**src/rtl/seg7_pkg.sv**
```systemverilog
// Shared constants for the 4-digit 7-segment scan controller.
// Segment positions, hex glyph table and idle output codes.
package seg7_pkg;

  localparam int SEG_A  = 7;
  localparam int SEG_G  = 1;
  localparam int SEG_DP = 0;

  localparam int BLANK_BIT = 5;
  localparam int DP_BIT    = 4;

  localparam logic [7:0] SEG_OFF = 8'h00;
  localparam logic [3:0] DIG_OFF = 4'b1111;

  localparam logic [5:0] ENTRY_BLANK = 6'b100000;

  localparam logic [7:0] HEX_SEG [16] = '{
    8'hFC, 8'h60, 8'hDA, 8'hF2,
    8'h66, 8'hB6, 8'hBE, 8'hE0,
    8'hFE, 8'hF6, 8'hEE, 8'h3E,
    8'h9C, 8'h7A, 8'h9E, 8'h8E
  };

endpackage

```
**src/rtl/seg7_hex_decode.sv**
```systemverilog
// Display entry to segment pattern.
// Blank entries force all segments off; dp lands in bit 0.
module seg7_hex_decode
  import seg7_pkg::*;
(
  input  logic [5:0] entry,
  output logic [7:0] seg
);

  // glyph lookup, then decimal point, unless blanked
  always_comb begin
    seg = SEG_OFF;
    if (!entry[BLANK_BIT]) begin
      seg[SEG_A:SEG_G] = HEX_SEG[entry[3:0]][SEG_A:SEG_G];
      seg[SEG_DP]      = entry[DP_BIT];
    end
  end

endmodule

```
**src/rtl/seg7_scan_ctrl.sv**
```systemverilog
// Multiplexed scan of four common-anode digits with blanking gaps.
// Host fills shadow entries; commit copies them on a frame boundary.
module seg7_scan_ctrl
  import seg7_pkg::*;
#(
  parameter int DIGIT_CYCLES = 27_000,
  parameter int BLANK_CYCLES = 270,
  parameter int NUM_DIGITS   = 4
) (
  input  logic       i_clk,
  input  logic       i_rst,
  input  logic       i_wr_valid,
  output logic       o_wr_ready,
  input  logic [1:0] i_wr_addr,
  input  logic [5:0] i_wr_data,
  input  logic       i_commit,
  input  logic [3:0] i_en_mask,
  output logic [7:0] o_seg,
  output logic [3:0] o_dig,
  output logic       o_frame
);

  localparam int CW =
    (DIGIT_CYCLES > 1) ? $clog2(DIGIT_CYCLES) : 1;
  localparam logic [CW-1:0] LAST_CNT =
    CW'(DIGIT_CYCLES - 1);
  localparam logic [CW:0] BLANK_END =
    (CW+1)'(BLANK_CYCLES);
  localparam logic [1:0] LAST_DIG =
    2'(NUM_DIGITS - 1);

  logic [CW-1:0] cnt;
  logic [1:0]    idx;
  logic          pending;
  logic [5:0]    shadow [4];
  logic [5:0]    active [4];

  logic          frame_end;
  logic          in_blank;
  logic [7:0]    cur_seg;
  logic [7:0]    seg_nxt;
  logic [3:0]    dig_nxt;

  assign frame_end  = (cnt == LAST_CNT) && (idx == LAST_DIG);
  assign in_blank   = ({1'b0, cnt} < BLANK_END);
  assign o_wr_ready = ~pending;

  seg7_hex_decode u_dec (
    .entry (active[idx]),
    .seg   (cur_seg)
  );

  // slot counter and digit index
  always_ff @(posedge i_clk or posedge i_rst) begin
    if (i_rst) begin
      cnt <= '0;
      idx <= '0;
    end else if (cnt == LAST_CNT) begin
      cnt <= '0;
      idx <= idx + 2'd1;
    end else begin
      cnt <= cnt + 1'b1;
    end
  end

  // host writes land in shadow while not waiting on a commit
  always_ff @(posedge i_clk or posedge i_rst) begin
    if (i_rst) begin
      for (int i = 0; i < 4; i++) shadow[i] <= ENTRY_BLANK;
    end else if (i_wr_valid && o_wr_ready) begin
      shadow[i_wr_addr] <= i_wr_data;
    end
  end

  // commit waits for frame end so a frame never mixes old and new
  always_ff @(posedge i_clk or posedge i_rst) begin
    if (i_rst) begin
      pending <= 1'b0;
      for (int i = 0; i < 4; i++) active[i] <= ENTRY_BLANK;
    end else if (frame_end && pending) begin
      pending <= 1'b0;
      for (int i = 0; i < 4; i++) active[i] <= shadow[i];
    end else if (i_commit && !pending) begin
      pending <= 1'b1;
    end
  end

  // next segment/select values for the current slot phase
  always_comb begin
    seg_nxt = SEG_OFF;
    dig_nxt = DIG_OFF;
    if (!in_blank && i_en_mask[idx]) begin
      seg_nxt = cur_seg;
      dig_nxt = DIG_OFF & ~(4'b0001 << idx);
    end
  end

  // registered pad drivers and frame strobe
  always_ff @(posedge i_clk or posedge i_rst) begin
    if (i_rst) begin
      o_seg   <= SEG_OFF;
      o_dig   <= DIG_OFF;
      o_frame <= 1'b0;
    end else begin
      o_seg   <= seg_nxt;
      o_dig   <= dig_nxt;
      o_frame <= frame_end;
    end
  end

endmodule

```
**config.mk**
```make
export PLATFORM = sky130hd
export DESIGN_NAME = seg7_scan_ctrl
export DESIGN_NICKNAME = d
export VERILOG_FILES = /design/src/rtl/seg7_pkg.sv /design/src/rtl/seg7_hex_decode.sv /design/src/rtl/seg7_scan_ctrl.sv
export SDC_FILE = /design/constraint.sdc
export NUM_CORES = 1
export LEC_CHECK = 0
export ABC_CLOCK_PERIOD_IN_PS = 4680
export CORE_MARGIN = 5
export CORE_UTILIZATION = 40
export DETAILED_ROUTE_END_ITERATION = 6
export GPL_TIMING_DRIVEN = 1
export PLACE_DENSITY = 0.7
export SETUP_SLACK_MARGIN = 0.4
export SLEW_MARGIN = 20
export SYNTH_ARGS = -nofsm -noshare
export SYNTH_HDL_FRONTEND = slang
export SYNTH_SLANG_ARGS = --single-unit
export TNS_END_PERCENT = 5
```
**constraint.sdc**
```tcl
create_clock -name i_clk -period 4.68 [get_ports i_clk]
set_clock_uncertainty 0.1 [all_clocks]
set_input_delay 0.936 -clock i_clk [delete_from_list [all_inputs] [get_ports i_clk]]
set_output_delay 0.936 -clock i_clk [all_outputs]
set_load 0.03 [all_outputs]
```
==> Word-level counts from Yosys, hierarchy flattened <==
Memories as Yosys holds them, arrays and structs flattened.
Index checks and enable logic that the tools add are counted.
{ "totals": {"register_bits": 79, "mem_bits_ro": 128, "input_bits": 16, "out_inout_bits": 14, "wordCells": 56, "memories": 1} }
{ "memory_table": {"columns": ["name", "depth", "word_bits", "read_ports", "rd_clocked_by_memory_dff", "write_ports", "line_no", "source"], "rows": [
  ["(name not given)", 16, 8, 1, 0, 0, "seg7_hex_decode.sv:14", "seg[SEG_A:SEG_G] = HEX_SEG[entry[3:0]][SEG_A:SEG_G];"]
]} }
{ "classes": {"addsub": 2, "magnitude_cmp": 6, "eq_ne": 2, "shift": 1, "mux": 16, "n_bitwise": 5, "reduce_logical": 9} }
{ "ops": {"columns": ["cell", "n"], "rows": [
  ["8-bit two-way mux", 4],
  ["24-bit bitwise mux", 1],
  ["6-bit two-way mux", 3],
  ["15-bit by 1-bit adder with 15-bit output (second input constant)", 1],
  ["15-bit == test (second input constant)", 1],
  ["15-bit by 9-bit less-than comparator with 1-bit output (second input constant)", 1],
  ["15-bit two-way mux", 1],
  ["6-bit binary-select mux with 2-bit select", 1],
  ["6-bit demux with 2-bit select", 1],
  ["3-bit greater-or-equal comparator (second input constant)", 2],
  ["1-bit logical AND", 6],
  ["2-bit inverter with 3-bit output", 2],
  ["5-bit greater-or-equal comparator (second input constant)", 1],
  ["4-bit inverter with 5-bit output", 1],
  ["4-bit two-way mux", 1],
  ["4-bit inverter", 1],
  ["1-bit by 2-bit << shifter with 4-bit output (first input constant)", 1],
  ["2-bit by 3-bit less-than comparator with 1-bit output (second input constant)", 1],
  ["3-bit by 1-bit less-than comparator with 1-bit output (second input constant)", 1],
  ["1-bit two-way mux", 3],
  ["2-bit by 1-bit adder with 2-bit output (second input constant)", 1],
  ["1-bit binary-select mux with 2-bit select", 1],
  ["2-bit == test (second input constant)", 1],
  ["1-bit zero test", 2],
  ["2 further kinds", 2]
]} }

==> Depth between registers and ports, before layout <==
{ "logic_depth": {"ltp_word": 10, "mapped_depth": 8, "mapped_depth_nobuf": 7} }

==> Modules after synthesis <==
A second synthesis with hierarchy kept.
{ "hier_totals": {"cells_unflattened": 265, "area_unflattened_um2": 3618.5} }
{ "by_module_without_submodules": {"columns": ["mod", "n_inst", "cells_each", "area_per_inst_um2", "seq_area_each_um2"], "rows": [
  ["seg7_scan_ctrl", 1, 228, 3319.4, 1991.9],
  ["seg7_hex_decode", 1, 37, 299.0, 0.0]
]} }

==> Worst setup path before layout <==
No wires, ideal clock.
{ "synth_timing": {"kind": "flip-flop to flip-flop", "startpoint": "reg idx[0]", "endpoint": "reg o_seg[7]", "setup_ns": 0.123, "arrival_time_ns": 1.900, "required_time_ns": 4.457, "path_slack_ns": 2.557, "stages_incl_launch_ff": 9, "n_path_buf": 1, "period_less_slack_ns": 2.123, "path_cell_list": "dfrtp_1 > buf_6 > mux4_2 > inv_1 > ha_1 > nor4b_1 > nor3_1 > a22o_1 > a21oi_1"} }
{ "synth_via": {"elab_chain_cells": 10, "elab_cells_between_ends": 13, "cone_classes": "mux: 9; bitwise: 2; reduce/logical: 1; memory: 1"} }
{ "synth_rtl": {"columns": ["item", "line_no", "source"], "rows": [
  ["start: declaration", "seg7_scan_ctrl.sv:33", "logic [1:0] idx;"],
  ["start signal: assignment", "seg7_scan_ctrl.sv:60", "idx <= idx + 2'd1;"],
  ["2-bit inverter with 3-bit output (implied by the code)", "seg7_scan_ctrl.sv:49", ".entry (active[idx]),"],
  ["6-bit binary-select mux with 2-bit select", "seg7_scan_ctrl.sv:49", null],
  ["6-bit two-way mux (implied by the code) (2 in a row)", "seg7_scan_ctrl.sv:49", null],
  ["4-bit inverter with 5-bit output (implied by the code)", "seg7_hex_decode.sv:14", null],
  ["memory read 16 x 8 bit", null, null],
  ["8-bit two-way mux (implied by the code) (2 in a row)", "seg7_hex_decode.sv:14", null],
  ["8-bit two-way mux", "seg7_hex_decode.sv:13", "if (!entry[BLANK_BIT]) begin"],
  ["8-bit two-way mux *", "seg7_scan_ctrl.sv:92", "if (!in_blank && i_en_mask[idx]) begin"],
  ["net seg_nxt[7]", "seg7_scan_ctrl.sv:41", "logic [7:0] seg_nxt;"],
  ["end signal: assignment", "seg7_scan_ctrl.sv:105", "o_seg <= seg_nxt;"],
  ["end: declaration", "seg7_scan_ctrl.sv:18", "output logic [7:0] o_seg,"]
]} }
Mark *: on every way through the listed nets, which the timed path passes. The rest lies on a longest branch. The select of a mux whose other input is x is not followed.
A chain may end at the register's enable or synchronous reset.

==> Worst setup path after layout <==
Same ends and word-level chain as after synthesis.

==> flow_results.org <==
** Clock tree
- Insertion delay to the later sink of the worst-skew pair :: 0.35 ns
- After clock tree synthesis, the repair step resized 0 gates.
- Hold Buf Count CTS :: 0
- Number of CTS-inserted buffers :: 9
- For this design, the sink count on the clock tree is 79.
- The clock passes through at most 2 buffers.
- The tree is rooted in a sky130_fd_sc_hd__clkbuf_8.
- In this run the post-CTS setup repair buffer count came out at 0.
- Maximum level of the CTS H-tree :: 3
- TritonCTS built the clock tree.
- After clock tree synthesis, the clock-pin slew on the worst setup and hold paths is 0.09 ns.

** Route
- The detailed router finished its first iteration with 38 violations.
- For this run, the detailed router's first-pass iteration total came to 4.
- For this run, design rule violations remaining after detail routing come to 0.
- Dividing the detail-routed wire length by the instance count gives 15.23 µm.
- Summing over every cut layer, the via total after detailed routing is 2198.
- Drt total wl :: 6.519 mm
- After detailed routing, the number of vias per cell comes to 5.136.
- The count of nets left with antenna violations once routing finished came out at 0.

** Timing
- The count of endpoints failing hold in the final timing report was 0.
- Setup violations remaining at the end of the flow were counted as 0.
- Setup repair after global routing left no endpoint under its margin.
- Period utilisation layout :: 57.32%
- Pins Over Slew Limit :: 0
- Slew at the pin with the worst max-slew slack :: 0.8502 ns
- Slew HR :: 43.23%
- Highest clock frequency the design can meet :: 372.8 MHz
- After layout, the minimum clock period comes to 2.683 ns.
- Adding up every negative setup slack in the final design gives 0 ns.

** Synth
- Counting flops with an async set or reset pin after synthesis yields a share of 100.0%.
- Multiplexer share of the synthesized area :: 20.16%
- The number of nets in the synthesized netlist is 304.
- By area, the combinational part of the netlist is dominated by multiplexers.
- The synthesized netlist devotes 11.12% of its cell area to simple gates.
- In this run the cell area of the synthesized design comes to 3667 µm².
- Compound-gate portion of the synthesized area :: 3.719%
- The synthesized netlist devotes 3.753% of its cell area to adder and majority cells.
- Syn Area/Cell :: 13.24 µm²
- Yosys mapped the design onto 41 distinct sky130hd cell types.
- XOR/XNOR share of the synthesized area :: 4.060%
- The most used flip-flop cell after synthesis is sky130_fd_sc_hd__dfrtp_1.
- Sequential cells were found to cover 54.32% of the synthesized design area.
- Gate count after technology mapping :: 277
- The synthesized design contains 0 enable-type register cells.
- Yosys printed 0 warnings.
- Synthesized flop and latch total :: 79

** Global route
- Via count of the first global-routing pass :: 2248
- Maximum number of pins on one net before global-route repair :: 43
- The total overflow left after global routing is 0.
- The first global-routing pass estimated 11.23 mm of wire.
- Initial antenna violation count :: 0
- Tot GR Track Use :: 12.72%

** Critical path
- First element of the critical path :: idx[0]
- STA classifies the critical path endpoint as a flop.
- Required time of the worst setup path :: 4.80 ns
- The critical path goes through mux4_2 -> inv_1 -> ha_1 -> nor4b_1 -> nor3_1 -> a22o_1 -> a21oi_1.
- Cell at the slowest stage of the critical path :: sky130_fd_sc_hd__dfrtp_1
- The critical path is of the flop to flop type.
- Peak per-stage delay on the critical path :: 0.78 ns
- Launching point of the worst reg2reg path :: idx[0]
- Critical-path maximum fanout :: 12
- STA puts the critical path data arrival time at 2.80 ns.
- The worst setup path is launched from a flop.

** Floorplanning
- The initial utilization of the core area, before any placement, comes to 40.26%.
- Die Span X :: 105.8 µm
- I/O pin count :: 30
- Die height :: 105.8 µm
- Core box area :: 9109 µm²
- The floorplan step defined a die boundary enclosing 11180 µm².
- In this run the core area contains 35 standard-cell rows.

** Hold path
- Worst Min Path Start :: active[10]
- Worst min path class :: flop to flop

** Pwr
- Total chip power :: 1307 µW
- Leakage power summed over all cells :: 0.001918 µW
- Across the VDD grid, the largest voltage drop is 118.8 µV.
- In this run the power density over the cells is 305.9 nW/µm².

** Run
- Number of maximum-capacitance violations :: 0

** Layout
- Leaving out fill and tap cells, the most frequent cell in the layout is sky130_fd_sc_hd__dfrtp_1.
- Relative to the synthesized area, the layout overhead comes to 16.48%.
- Antenna Diode Count :: 0
- In the layout the commonest cells are 67 x sky130_fd_sc_hd__dfrtp_1, 29 x sky130_fd_sc_hd__clkdlybuf4s50_1, 25 x sky130_fd_sc_hd__mux2_2.
- The net count of the finished layout is 339.
- Final Instance Area :: 4272 µm²
- The post-route netlist has 22.40% of its cells at a drive strength greater than 1.
- # fillers :: 852

** Placed design
- The congestion estimate from routability-driven global placement came to 0.8089.
- Buffers on Ports :: 29
- The wire-length estimate of the detail-placed layout is 4.571 mm.
- In this run the cell area measured after placement is 4051 µm².

** Run status
- The flow ran to the end, and the final reports show no timing, DRC or antenna violations.
[per-layer routing]
| metal | vias up | track usage [%] | wire length (µm) |
|---|---|---|---|
| met3 | 7 | 3.368 | 248 |
| met2 | 34 | 19.67 | 3031 |
| met5 | - | 0 | 0 |
| met4 | 0 | 4.718 | 82 |
| li1 | 1047 | - | - |
| met1 | 1110 | 17.19 | 3157 |
[synthesized netlist by cell type (4+ instances only)]
cell type	instances	share of area, %
sky130_fd_sc_hd__nand2_1	12	1.2
sky130_fd_sc_hd__buf_6	4	1.2
sky130_fd_sc_hd__dfrtp_1	67	46
sky130_fd_sc_hd__nor3_1	5	0.68
sky130_fd_sc_hd__mux2_1	24	7.4
sky130_fd_sc_hd__o21ai_0	6	0.82
sky130_fd_sc_hd__dfstp_2	12	8.6
sky130_fd_sc_hd__nand3_1	9	1.2
sky130_fd_sc_hd__mux4_2	7	4.3
sky130_fd_sc_hd__xnor2_1	7	1.7
sky130_fd_sc_hd__ha_1	11	3.8
sky130_fd_sc_hd__xor2_1	10	2.4
sky130_fd_sc_hd__nor2b_1	5	0.85
sky130_fd_sc_hd__nor2_1	24	2.5
sky130_fd_sc_hd__mux2_2	25	7.7
sky130_fd_sc_hd__inv_1	10	1.0
[layout make-up]
type / instances / area (µm²) / area share, %
Clock inverter: 6 / 91.34 / 2.138
Inverter: 10 / 37.54 / 0.8787
Tap cell: 111 / 138.9 / 3.251
Sequential cell: 79 / 1992 / 46.63
Clock buffer: 10 / 127.6 / 2.988
Timing Repair Buffer: 32 / 312.8 / 7.323
Multi-Input combinational cell: 180 / 1572 / 36.79
[report_power, final]
group / switching [µW] / internal (µW)
Sequential: 5.82 / 696
Clock: 258 / 304
Combinational: 21.0 / 21.8
Total: 285 / 1020
[final timing paths]
| kind | to | slack, ns | depth (start not counted) |
|---|---|---|---|
| max reg2reg | o_seg[7] | 2.00 | 7 |
| max | o_seg[7] | 2.00 | 7 |
| max in group asynchronous | shadow[23] | 2.65 | 3 |
| min in group asynchronous | cnt[7] | 0.97 | 2 |
| min reg2reg | active[10] | 0.39 | 1 |
| min | active[10] | 0.39 | 1 |
[through the flow]
| stage | setup WS (ns) | hold slack, ns | utilization [%] | std cells |
|---|---|---|---|---|
| after floorplan | 1.640 | 0.3524 | - | 277 |
| after global placement | 1.863 | 0.3617 | 44.48 | 412 |
| final | 1.997 | 0.3896 | 46.90 | 428 |
| after CTS | 1.886 | 0.3905 | 46.88 | 428 |
| after global routing | 1.739 | 0.4093 | 46.90 | 428 |
| after detailed placement | 1.849 | 0.3708 | 44.48 | 412 |
[state kept, by name (all words and copies together) (netlist names)]
register / cells
idx: 2
pending: 1
o_frame: 1
o_dig: 4
active: 24
cnt: 15
o_seg: 8
shadow: 24
[worst max-delay path, delay by kind of cell, from the launching register on]
family	cells	cell delay, ns
fa+ha+maj	1	0.30
flops	1	0.78
mux	1	0.65
simple gates	2	0.33
compound gates	2	0.23
buf+inv	1	0.17
[kinds of logic after synthesis]
| logic type | count (synthesis) |
|---|---|
| AO/OA/AOI/OAI | 16 |
| XOR/XNOR | 17 |
| adder cells (fa/ha/maj) | 11 |
| AND/OR/NAND/NOR | 77 |
| flip-flops | 79 |
| buffers and inverters | 18 |
| multiplexers | 59 |
(Power assumes the default switching activity.)
